==> src/rtl/sram_like_arbiter_if.sv <==
// sram_like_arbiter_if: instruction, data and shared-memory sram-like handshake bundle
interface sram_like_arbiter_if;
  logic        inst_request, inst_write;
  logic [1:0]  inst_size;
  logic [31:0] inst_address, inst_write_data, inst_read_data;
  logic [3:0]  inst_write_strobe;
  logic        inst_address_ready, inst_data_ready;
  logic        data_request, data_write;
  logic [1:0]  data_size;
  logic [31:0] data_address, data_write_data, data_read_data;
  logic [3:0]  data_write_strobe;
  logic        data_address_ready, data_data_ready;
  logic        mem_request, mem_write;
  logic [1:0]  mem_size;
  logic [31:0] mem_address, mem_write_data, mem_read_data;
  logic [3:0]  mem_write_strobe;
  logic        mem_address_ready, mem_data_ready;
  modport slave (
    input  inst_request, inst_write, inst_size, inst_address, inst_write_data, inst_write_strobe,
    output inst_read_data, inst_address_ready, inst_data_ready,
    input  data_request, data_write, data_size, data_address, data_write_data, data_write_strobe,
    output data_read_data, data_address_ready, data_data_ready,
    output mem_request, mem_write, mem_size, mem_address, mem_write_data, mem_write_strobe,
    input  mem_read_data, mem_address_ready, mem_data_ready
  );
  modport master (
    output inst_request, inst_write, inst_size, inst_address, inst_write_data, inst_write_strobe,
    input  inst_read_data, inst_address_ready, inst_data_ready,
    output data_request, data_write, data_size, data_address, data_write_data, data_write_strobe,
    input  data_read_data, data_address_ready, data_data_ready,
    input  mem_request, mem_write, mem_size, mem_address, mem_write_data, mem_write_strobe,
    output mem_read_data, mem_address_ready, mem_data_ready
  );
endinterface

==> src/rtl/sram_like_arbiter.sv <==
// sram_like_arbiter: shares one sram-like port between inst and data masters, data has priority
module sram_like_arbiter #(
  parameter int MAX_OUTSTANDING = 2
) (
  input logic clock_i,
  input logic reset_i,
  sram_like_arbiter_if.slave bus
);
  localparam int CW = $clog2(MAX_OUTSTANDING + 1);
  localparam int PW = MAX_OUTSTANDING > 1 ? $clog2(MAX_OUTSTANDING) : 1;
  typedef enum logic {INST = 1'b0, DATA = 1'b1} id_e;
  logic [CW-1:0] count_q, count_d;
  logic [PW-1:0] rd_ptr_q, rd_ptr_d, wr_ptr_q, wr_ptr_d;
  id_e           id_q [MAX_OUTSTANDING];
  logic          lock_valid_q, lock_valid_d;
  id_e           lock_id_q, lock_id_d, grant, head;
  logic          can_issue, req_sel, push, pop;
  function automatic logic [PW-1:0] inc(input logic [PW-1:0] p);
    return p == PW'(MAX_OUTSTANDING - 1) ? '0 : p + 1'b1;
  endfunction
  // A presented request holds the grant until accepted or withdrawn; otherwise data wins
  always_comb begin
    can_issue = count_q < CW'(MAX_OUTSTANDING);
    grant = lock_valid_q ? lock_id_q : (bus.data_request || !bus.inst_request ? DATA : INST);
    req_sel = grant == DATA ? bus.data_request : bus.inst_request;
    push = bus.mem_request && bus.mem_address_ready;
    pop = reset_i && bus.mem_data_ready && count_q != '0;
    head = id_q[rd_ptr_q];
    count_d = count_q + CW'(push) - CW'(pop);
    wr_ptr_d = push ? inc(wr_ptr_q) : wr_ptr_q;
    rd_ptr_d = pop ? inc(rd_ptr_q) : rd_ptr_q;
    lock_valid_d = bus.mem_request && !bus.mem_address_ready;
    lock_id_d = bus.mem_request ? grant : lock_id_q;
  end
  assign bus.mem_request        = reset_i && can_issue && req_sel;
  assign bus.mem_write          = grant == DATA ? bus.data_write : bus.inst_write;
  assign bus.mem_size           = grant == DATA ? bus.data_size : bus.inst_size;
  assign bus.mem_address        = grant == DATA ? bus.data_address : bus.inst_address;
  assign bus.mem_write_data     = grant == DATA ? bus.data_write_data : bus.inst_write_data;
  assign bus.mem_write_strobe   = grant == DATA ? bus.data_write_strobe : bus.inst_write_strobe;
  assign bus.inst_address_ready = push && grant == INST;
  assign bus.data_address_ready = push && grant == DATA;
  assign bus.inst_data_ready    = pop && head == INST;
  assign bus.data_data_ready    = pop && head == DATA;
  assign bus.inst_read_data     = bus.mem_read_data;
  assign bus.data_read_data     = bus.mem_read_data;
  // FIFO occupancy, pointers and the presented-request lock
  always_ff @(posedge clock_i) begin
    if (!reset_i) begin
      count_q <= '0;
      rd_ptr_q <= '0;
      wr_ptr_q <= '0;
      lock_valid_q <= 1'b0;
      lock_id_q <= INST;
    end else begin
      count_q <= count_d;
      rd_ptr_q <= rd_ptr_d;
      wr_ptr_q <= wr_ptr_d;
      lock_valid_q <= lock_valid_d;
      lock_id_q <= lock_id_d;
    end
  end
  // Owner ID of every accepted request, read back in acceptance order
  always_ff @(posedge clock_i) begin
    if (push) id_q[wr_ptr_q] <= grant;
  end
endmodule

==> src/flat_wrapper.sv <==
// flat-port wrapper written by rule: the top's interface ports become plain ports
module sram_like_arbiter_flat 
#(
  parameter int MAX_OUTSTANDING = 2
)
  (clock_i, reset_i, bus_inst_request, bus_inst_write, bus_inst_size, bus_inst_address, bus_inst_write_data, bus_inst_write_strobe, bus_inst_read_data, bus_inst_address_ready, bus_inst_data_ready, bus_data_request, bus_data_write, bus_data_size, bus_data_address, bus_data_write_data, bus_data_write_strobe, bus_data_read_data, bus_data_address_ready, bus_data_data_ready, bus_mem_request, bus_mem_write, bus_mem_size, bus_mem_address, bus_mem_write_data, bus_mem_write_strobe, bus_mem_read_data, bus_mem_address_ready, bus_mem_data_ready);
  sram_like_arbiter_if bus_i ();
  input logic clock_i;
  input logic reset_i;
  input wire logic [$bits(bus_i.inst_request)-1:0] bus_inst_request;
  input wire logic [$bits(bus_i.inst_write)-1:0] bus_inst_write;
  input wire logic [$bits(bus_i.inst_size)-1:0] bus_inst_size;
  input wire logic [$bits(bus_i.inst_address)-1:0] bus_inst_address;
  input wire logic [$bits(bus_i.inst_write_data)-1:0] bus_inst_write_data;
  input wire logic [$bits(bus_i.inst_write_strobe)-1:0] bus_inst_write_strobe;
  output wire logic [$bits(bus_i.inst_read_data)-1:0] bus_inst_read_data;
  output wire logic [$bits(bus_i.inst_address_ready)-1:0] bus_inst_address_ready;
  output wire logic [$bits(bus_i.inst_data_ready)-1:0] bus_inst_data_ready;
  input wire logic [$bits(bus_i.data_request)-1:0] bus_data_request;
  input wire logic [$bits(bus_i.data_write)-1:0] bus_data_write;
  input wire logic [$bits(bus_i.data_size)-1:0] bus_data_size;
  input wire logic [$bits(bus_i.data_address)-1:0] bus_data_address;
  input wire logic [$bits(bus_i.data_write_data)-1:0] bus_data_write_data;
  input wire logic [$bits(bus_i.data_write_strobe)-1:0] bus_data_write_strobe;
  output wire logic [$bits(bus_i.data_read_data)-1:0] bus_data_read_data;
  output wire logic [$bits(bus_i.data_address_ready)-1:0] bus_data_address_ready;
  output wire logic [$bits(bus_i.data_data_ready)-1:0] bus_data_data_ready;
  output wire logic [$bits(bus_i.mem_request)-1:0] bus_mem_request;
  output wire logic [$bits(bus_i.mem_write)-1:0] bus_mem_write;
  output wire logic [$bits(bus_i.mem_size)-1:0] bus_mem_size;
  output wire logic [$bits(bus_i.mem_address)-1:0] bus_mem_address;
  output wire logic [$bits(bus_i.mem_write_data)-1:0] bus_mem_write_data;
  output wire logic [$bits(bus_i.mem_write_strobe)-1:0] bus_mem_write_strobe;
  input wire logic [$bits(bus_i.mem_read_data)-1:0] bus_mem_read_data;
  input wire logic [$bits(bus_i.mem_address_ready)-1:0] bus_mem_address_ready;
  input wire logic [$bits(bus_i.mem_data_ready)-1:0] bus_mem_data_ready;
  assign bus_i.inst_request = bus_inst_request;
  assign bus_i.inst_write = bus_inst_write;
  assign bus_i.inst_size = bus_inst_size;
  assign bus_i.inst_address = bus_inst_address;
  assign bus_i.inst_write_data = bus_inst_write_data;
  assign bus_i.inst_write_strobe = bus_inst_write_strobe;
  assign bus_inst_read_data = bus_i.inst_read_data;
  assign bus_inst_address_ready = bus_i.inst_address_ready;
  assign bus_inst_data_ready = bus_i.inst_data_ready;
  assign bus_i.data_request = bus_data_request;
  assign bus_i.data_write = bus_data_write;
  assign bus_i.data_size = bus_data_size;
  assign bus_i.data_address = bus_data_address;
  assign bus_i.data_write_data = bus_data_write_data;
  assign bus_i.data_write_strobe = bus_data_write_strobe;
  assign bus_data_read_data = bus_i.data_read_data;
  assign bus_data_address_ready = bus_i.data_address_ready;
  assign bus_data_data_ready = bus_i.data_data_ready;
  assign bus_mem_request = bus_i.mem_request;
  assign bus_mem_write = bus_i.mem_write;
  assign bus_mem_size = bus_i.mem_size;
  assign bus_mem_address = bus_i.mem_address;
  assign bus_mem_write_data = bus_i.mem_write_data;
  assign bus_mem_write_strobe = bus_i.mem_write_strobe;
  assign bus_i.mem_read_data = bus_mem_read_data;
  assign bus_i.mem_address_ready = bus_mem_address_ready;
  assign bus_i.mem_data_ready = bus_mem_data_ready;
  sram_like_arbiter #(.MAX_OUTSTANDING(MAX_OUTSTANDING)) u_core (.clock_i(clock_i), .reset_i(reset_i), .bus(bus_i));
endmodule
==> config.mk <==
export PLATFORM = sky130hd
export DESIGN_NAME = sram_like_arbiter_flat
export DESIGN_NICKNAME = d
export VERILOG_FILES = /design/src/rtl/sram_like_arbiter_if.sv /design/src/rtl/sram_like_arbiter.sv /design/src/flat_wrapper.sv
export SDC_FILE = /design/constraint.sdc
export NUM_CORES = 1
export LEC_CHECK = 0
export CAP_MARGIN = 20
export CORE_AREA = 2 2 125 127
export DETAILED_ROUTE_END_ITERATION = 10
export DIE_AREA = 0 0 127 129
export PLACE_DENSITY = 0.55
export SYNTH_ARGS = -nofsm -noshare
export SYNTH_HDL_FRONTEND = slang
export SYNTH_SLANG_ARGS = --single-unit
==> constraint.sdc <==
create_clock -name clock_i -period 4.4 [get_ports clock_i]
set_input_delay 0.44 -clock clock_i [delete_from_list [all_inputs] [get_ports clock_i]]
set_output_delay 0.44 -clock clock_i [all_outputs]
set_load 0.01 [all_outputs]
# ---- Word-level counts from Yosys, hierarchy flattened
# Memories as Yosys holds them, arrays and structs flattened. A register that Yosys moved wholly into a read port is not among the register bits.
# Cells that the tools add are included.
# Widths: inputs -> output; s select.
dict set report totals {
  register_bits 6
  ramBits 2
  input_bits 180
  out_inout_bits 140
  elab_cells 41
  memories 1
}
dict set report op_classes {
  n_addsub 4
  magnitude_cmp 1
  muxes 14
  n_bitwise 2
  reduce_logical 14
}
# name words width read_ports rd_clocked_by_memory_dff write_ports line_no
set memory_table {}
lappend memory_table {u_core.id_q 2 1 1 1 1 sram_like_arbiter.sv:14} ;# id_e id_q [MAX_OUTSTANDING];
# cell n
set ops {}
lappend ops {{$mux 32} 2}
lappend ops {{$logic_and 1x1->1} 10}
lappend ops {{$mux 1} 10}
lappend ops {{$mux 4} 1}
lappend ops {{$add 1x1->1 const B} 2}
lappend ops {{$add 2x1->2} 1}
lappend ops {{$logic_not 1->1} 2}
lappend ops {{$lt 2x2->1 const B} 1}
lappend ops {{$mux 2} 1}
lappend ops {{$not 1->1} 2}
lappend ops {{$reduce_bool 2->1} 1}
lappend ops {{$sub 2x1->2} 1}
lappend ops {{$logic_or 1x1->1} 1}

# ---- Longest topological paths before layout
dict set report logic_depth {
  ltp_word 9
  depth_mapped 6
  mapped_depth_nobuf 6
}

# ---- Least setup slack after synthesis
# Ideal clock, no wire load.
dict set report synth_timing {
  kind {input to output}
  startpoint {input port bus_data_request}
  endpoint {output port bus_mem_address[0]}
  arrival_ns 1.465
  required_time_ns 3.960
  path_slack_ns 2.495
  path_stages 4
  path_buffers 1
  cell_sequence {nand2b_1 > mux2i_4 > buf_2 > mux2_2}
}
dict set report synth_between {
  elab_chain_cells 4
}
# item line_no
set synth_lines {}
lappend synth_lines {{start: declaration} flat_wrapper.sv:19} ;# input wire logic [$bits(bus_i.data_request)-1:0] bus_data_request;
lappend synth_lines {{$logic_or 1x1->1} sram_like_arbiter.sv:24} ;# grant = lock_valid_q ? lock_id_q : (bus.data_request || !bus.inst_request ? DATA : INST);
lappend synth_lines {{$mux 1 (2 in series)} sram_like_arbiter.sv:24}
lappend synth_lines {{$mux 32} sram_like_arbiter.sv:38} ;# assign bus.mem_address = grant == DATA ? bus.data_address : bus.inst_address;
lappend synth_lines {{end: declaration} flat_wrapper.sv:31} ;# output wire logic [$bits(bus_i.mem_address)-1:0] bus_mem_address;
# Every way passes these cells.

# ---- Final worst setup path
dict set report layout_timing {
  startpoint {input port bus_data_request}
  endpoint {output port bus_mem_write_strobe[3]}
}
dict set report layout_between {
  elab_chain_cells 4
}
# item line_no
set layout_lines {}
lappend layout_lines {{$logic_or 1x1->1} sram_like_arbiter.sv:24}
lappend layout_lines {{$mux 1 (2 in series)} sram_like_arbiter.sv:24}
lappend layout_lines {{$mux 4} sram_like_arbiter.sv:40} ;# assign bus.mem_write_strobe = grant == DATA ? bus.data_write_strobe : bus.inst_write_strobe;
lappend layout_lines {{end: declaration} flat_wrapper.sv:33} ;# output wire logic [$bits(bus_i.mem_write_strobe)-1:0] bus_mem_write_strobe;
# Every way passes these cells.

==> impl_metrics.py <==
metrics = {
    "timing": {
        "setup_violations": 0,
        "timing.fmax_mhz": 332,
        "tightest_slew_ns": 0.426,
        "final_max_slew_viol_count": 0,
        "slew_headroom_pct": 71.4,
        "finalClockSkew_ns": 0.00376,
        "hold_violations": 0,
        "fin_crit_ns": 3.02,
        "rsz0062_at_grt": "false",
        "period_share_pct": 68.6,
        "tns_ns": 0,
    },
    "pwr": {
        "pwr-share-seq_pct": 13.8,
        "vdd_drop_max_uv": 94.4,
        "power_uw": 764,
        "p_sw_uw": 217,
        "p_clk_share_pct": 21.5,
        "p_int_uw": 547,
        "switching_share_pct": 28.4,
        "combPwrFrac_pct": 64.7,
        "power_leakage_uw": 0.00138,
        "powerDensity_mw_per_mm2": 200,
    },
    "placed_design": {
        "hpwl_mm": 7.00,
        "portBuffers": 223,
        "gp_congestion": 0.702,
    },
    "clocking": {
        "post_cts_buffers": 0,
        "cts.clk_slew.worst_paths_ns": 0.04,
        "cts_sinks": 9,
        "clock_latency_ns": 0.24,
        "cts_tree": "done",
        "root_buffer": "clkbuf_16",
        "cts.htree.levels": 1,
        "cts_resized": 0,
        "cts_buffers": 3,
        "clock_path_buffers": 2,
        "hold_buffers": 0,
    },
    "synth": {
        "ys_seq_area_share_pct": 11.3,
        "synth_cells": 187,
        "synth.avg_cell_area_sq_um": 9.47,
        "syn_area_sq_mm": 0.00177,
        "syn-num-nets": 368,
        "synth_top_area_cell": "mux2_2",
        "synth_warnings": 0,
        "synth_seq_cells": 9,
        "synthTopCellsByArea": "mux2_2 (45%), buf_4 (27%), dfxtp_1 (7.9%)",
        "synth_top_area_share_pct": 45.2,
        "ys_types": 27,
    },
    "die": {
        "die_h_microns": 129,
        "coreArea_sq_mm": 0.0150,
        "start_util_pct": 11.8,
        "die_x_microns": 127,
        "io_pins": 320,
        "row_count": 45,
        "fp.dieArea_sq_mm": 0.0164,
    },
    "layout": {
        "nets": 526,
        "seqCellArea_sq_um": 200,
        "drive_above_1_share_pct": 23.3,
        "syn_to_final_growth_pct": 116,
        "antennaDiodeCount": 0,
        "multi_input_comb_area_sq_mm": 0.00104,
        "final_common_cell": "clkdlybuf4s50_1",
        "fillers": 1637,
        "layout_common_cells": "clkdlybuf4s50_1 (223), mux2_2 (71), dfxtp_1 (7), nor2_1 (6), inv_1 (4)",
    },
    "setup_path": {
        "cp.arrival_ns": 2.58,
        "required_ns": 3.96,
        "start_kind": "input pin",
        "worstPathMaxFanout": 73,
        "crit_type": "in -> out",
        "reg2reg_depth": 3,
        "end_kind": "output port",
    },
    "route": {
        "detail-route-antenna-nets": 0,
        "routed.top_layer": "met4",
        "dr_wl_met3_microns": 730,
        "drtPass1Iterations": 3,
        "routedWlPerCell_microns": 15.0,
        "drt_iter0_drc": 56,
        "post_drt_via_cell_ratio": 3.57,
        "route.detailed.drc": 0,
        "wl_met2_mm": 4.23,
        "vias": 1897,
        "drt_wl_total_mm": 7.99,
        "drt-met1-wl_mm": 2.98,
    },
    "grt": {
        "grtUsageTotal_pct": 8.60,
        "antenna_found_initial": 0,
        "grt_pass1_vias": 2027,
        "overflow": 0,
        "grt_pass1_wl_mm": 11.2,
        "grt_start_max_net_pins": 74,
    },
    "worst_hold_path": {
        "hold_depth": 1,
        "hold_class": "reg -> reg",
    },
    "outcome": {
        "status": "completed",
    },
    "run": {
        "drv_cap": 0,
    },
}
## cell usage after synthesis (all sizes together)
master  count
nand3       1
xor2        1
o211ai      2
edfxtp      2
ha          1
o21ai       3
and2        3
nor2        6
mux2       71
dfxtp       7
o31ai       1
nor2b       2
a211oi      1
a22oi       1
and3        1
nand2       1
nand2b      2
a21oi       1
a2111o      1
buf        71
xnor2       1
mux2i       3
inv         4
## critical path: stages
cell and delay, ns:
clkdlybuf4s50_1 0.46, nand2b_1 0.20, mux2i_4 0.17, buf_12 0.35, mux2_2 0.39, clkdlybuf4s50_1 0.53
## metal layers
layer | up-vias | track usage (%)
li1 | 896 | -
met1 | 850 | 9.69
met2 | 144 | 16.0
met3 | 7 | 2.91
met4 | 0 | 1.42
met5 | - | 0
## cell families after synthesis
family / Yosys count / share of synthesized area (%)
buf+inv: 75 / 30.0
mux: 74 / 47.6
simple gates: 16 / 5.02
compound gates: 10 / 4.45
flops: 9 / 11.3
xor+xnor: 2 / 0.990
fa+ha+maj: 1 / 0.707
## path summary, 6_finish.rpt
path / start / endpoint / slack (ns)
max: bus_data_request / bus_mem_write_strobe[3] / 1.38
min: u_core.wr_ptr_q / u_core.wr_ptr_q / 0.52
max reg2reg: u_core.lock_id_q / u_core.id_q[0] / 2.89
min reg2reg: u_core.wr_ptr_q / u_core.wr_ptr_q / 0.52
## per-stage QoR
| stage | cells | area (sq um) | setup slack (ns) | hold slack (ns) | util (%) |
|---|---|---|---|---|---|
| 2_1_floorplan | 187 | 1770 | 2.49 | 0.462 | - |
| 3_3_place_gp | 528 | 3740 | 1.34 | 0.478 | 25.0 |
| 3_5_place_dp | 528 | 3740 | 1.33 | 0.519 | 25.0 |
| 4_1_cts | 532 | 3820 | 1.31 | 0.528 | 25.5 |
| 5_1_grt | 532 | 3820 | 1.25 | 0.560 | 25.5 |
| 6_report | 532 | 3820 | 1.38 | 0.525 | 25.5 |
## power groups by stage
stage | sequential, uW | clock (uW) | combinational [uW]
after floorplan | 105 | 0 | 255
after global placement | 107 | 0 | 496
after detailed placement | 107 | 0 | 499
after CTS | 106 | 168 | 503
after global routing | 107 | 168 | 527
final | 106 | 164 | 495
## layout make-up
| cell class | count | share of cell area, % |
|---|---|---|
| clock buffer | 3 | 1.96 |
| clock inverter | 1 | 0.131 |
| inverter | 4 | 0.393 |
| multi-input combinational | 103 | 27.2 |
| sequential | 9 | 5.24 |
| tap | 188 | 6.15 |
| timing repair buffer | 224 | 58.9 |
Power figures use the tool's default switching activity.
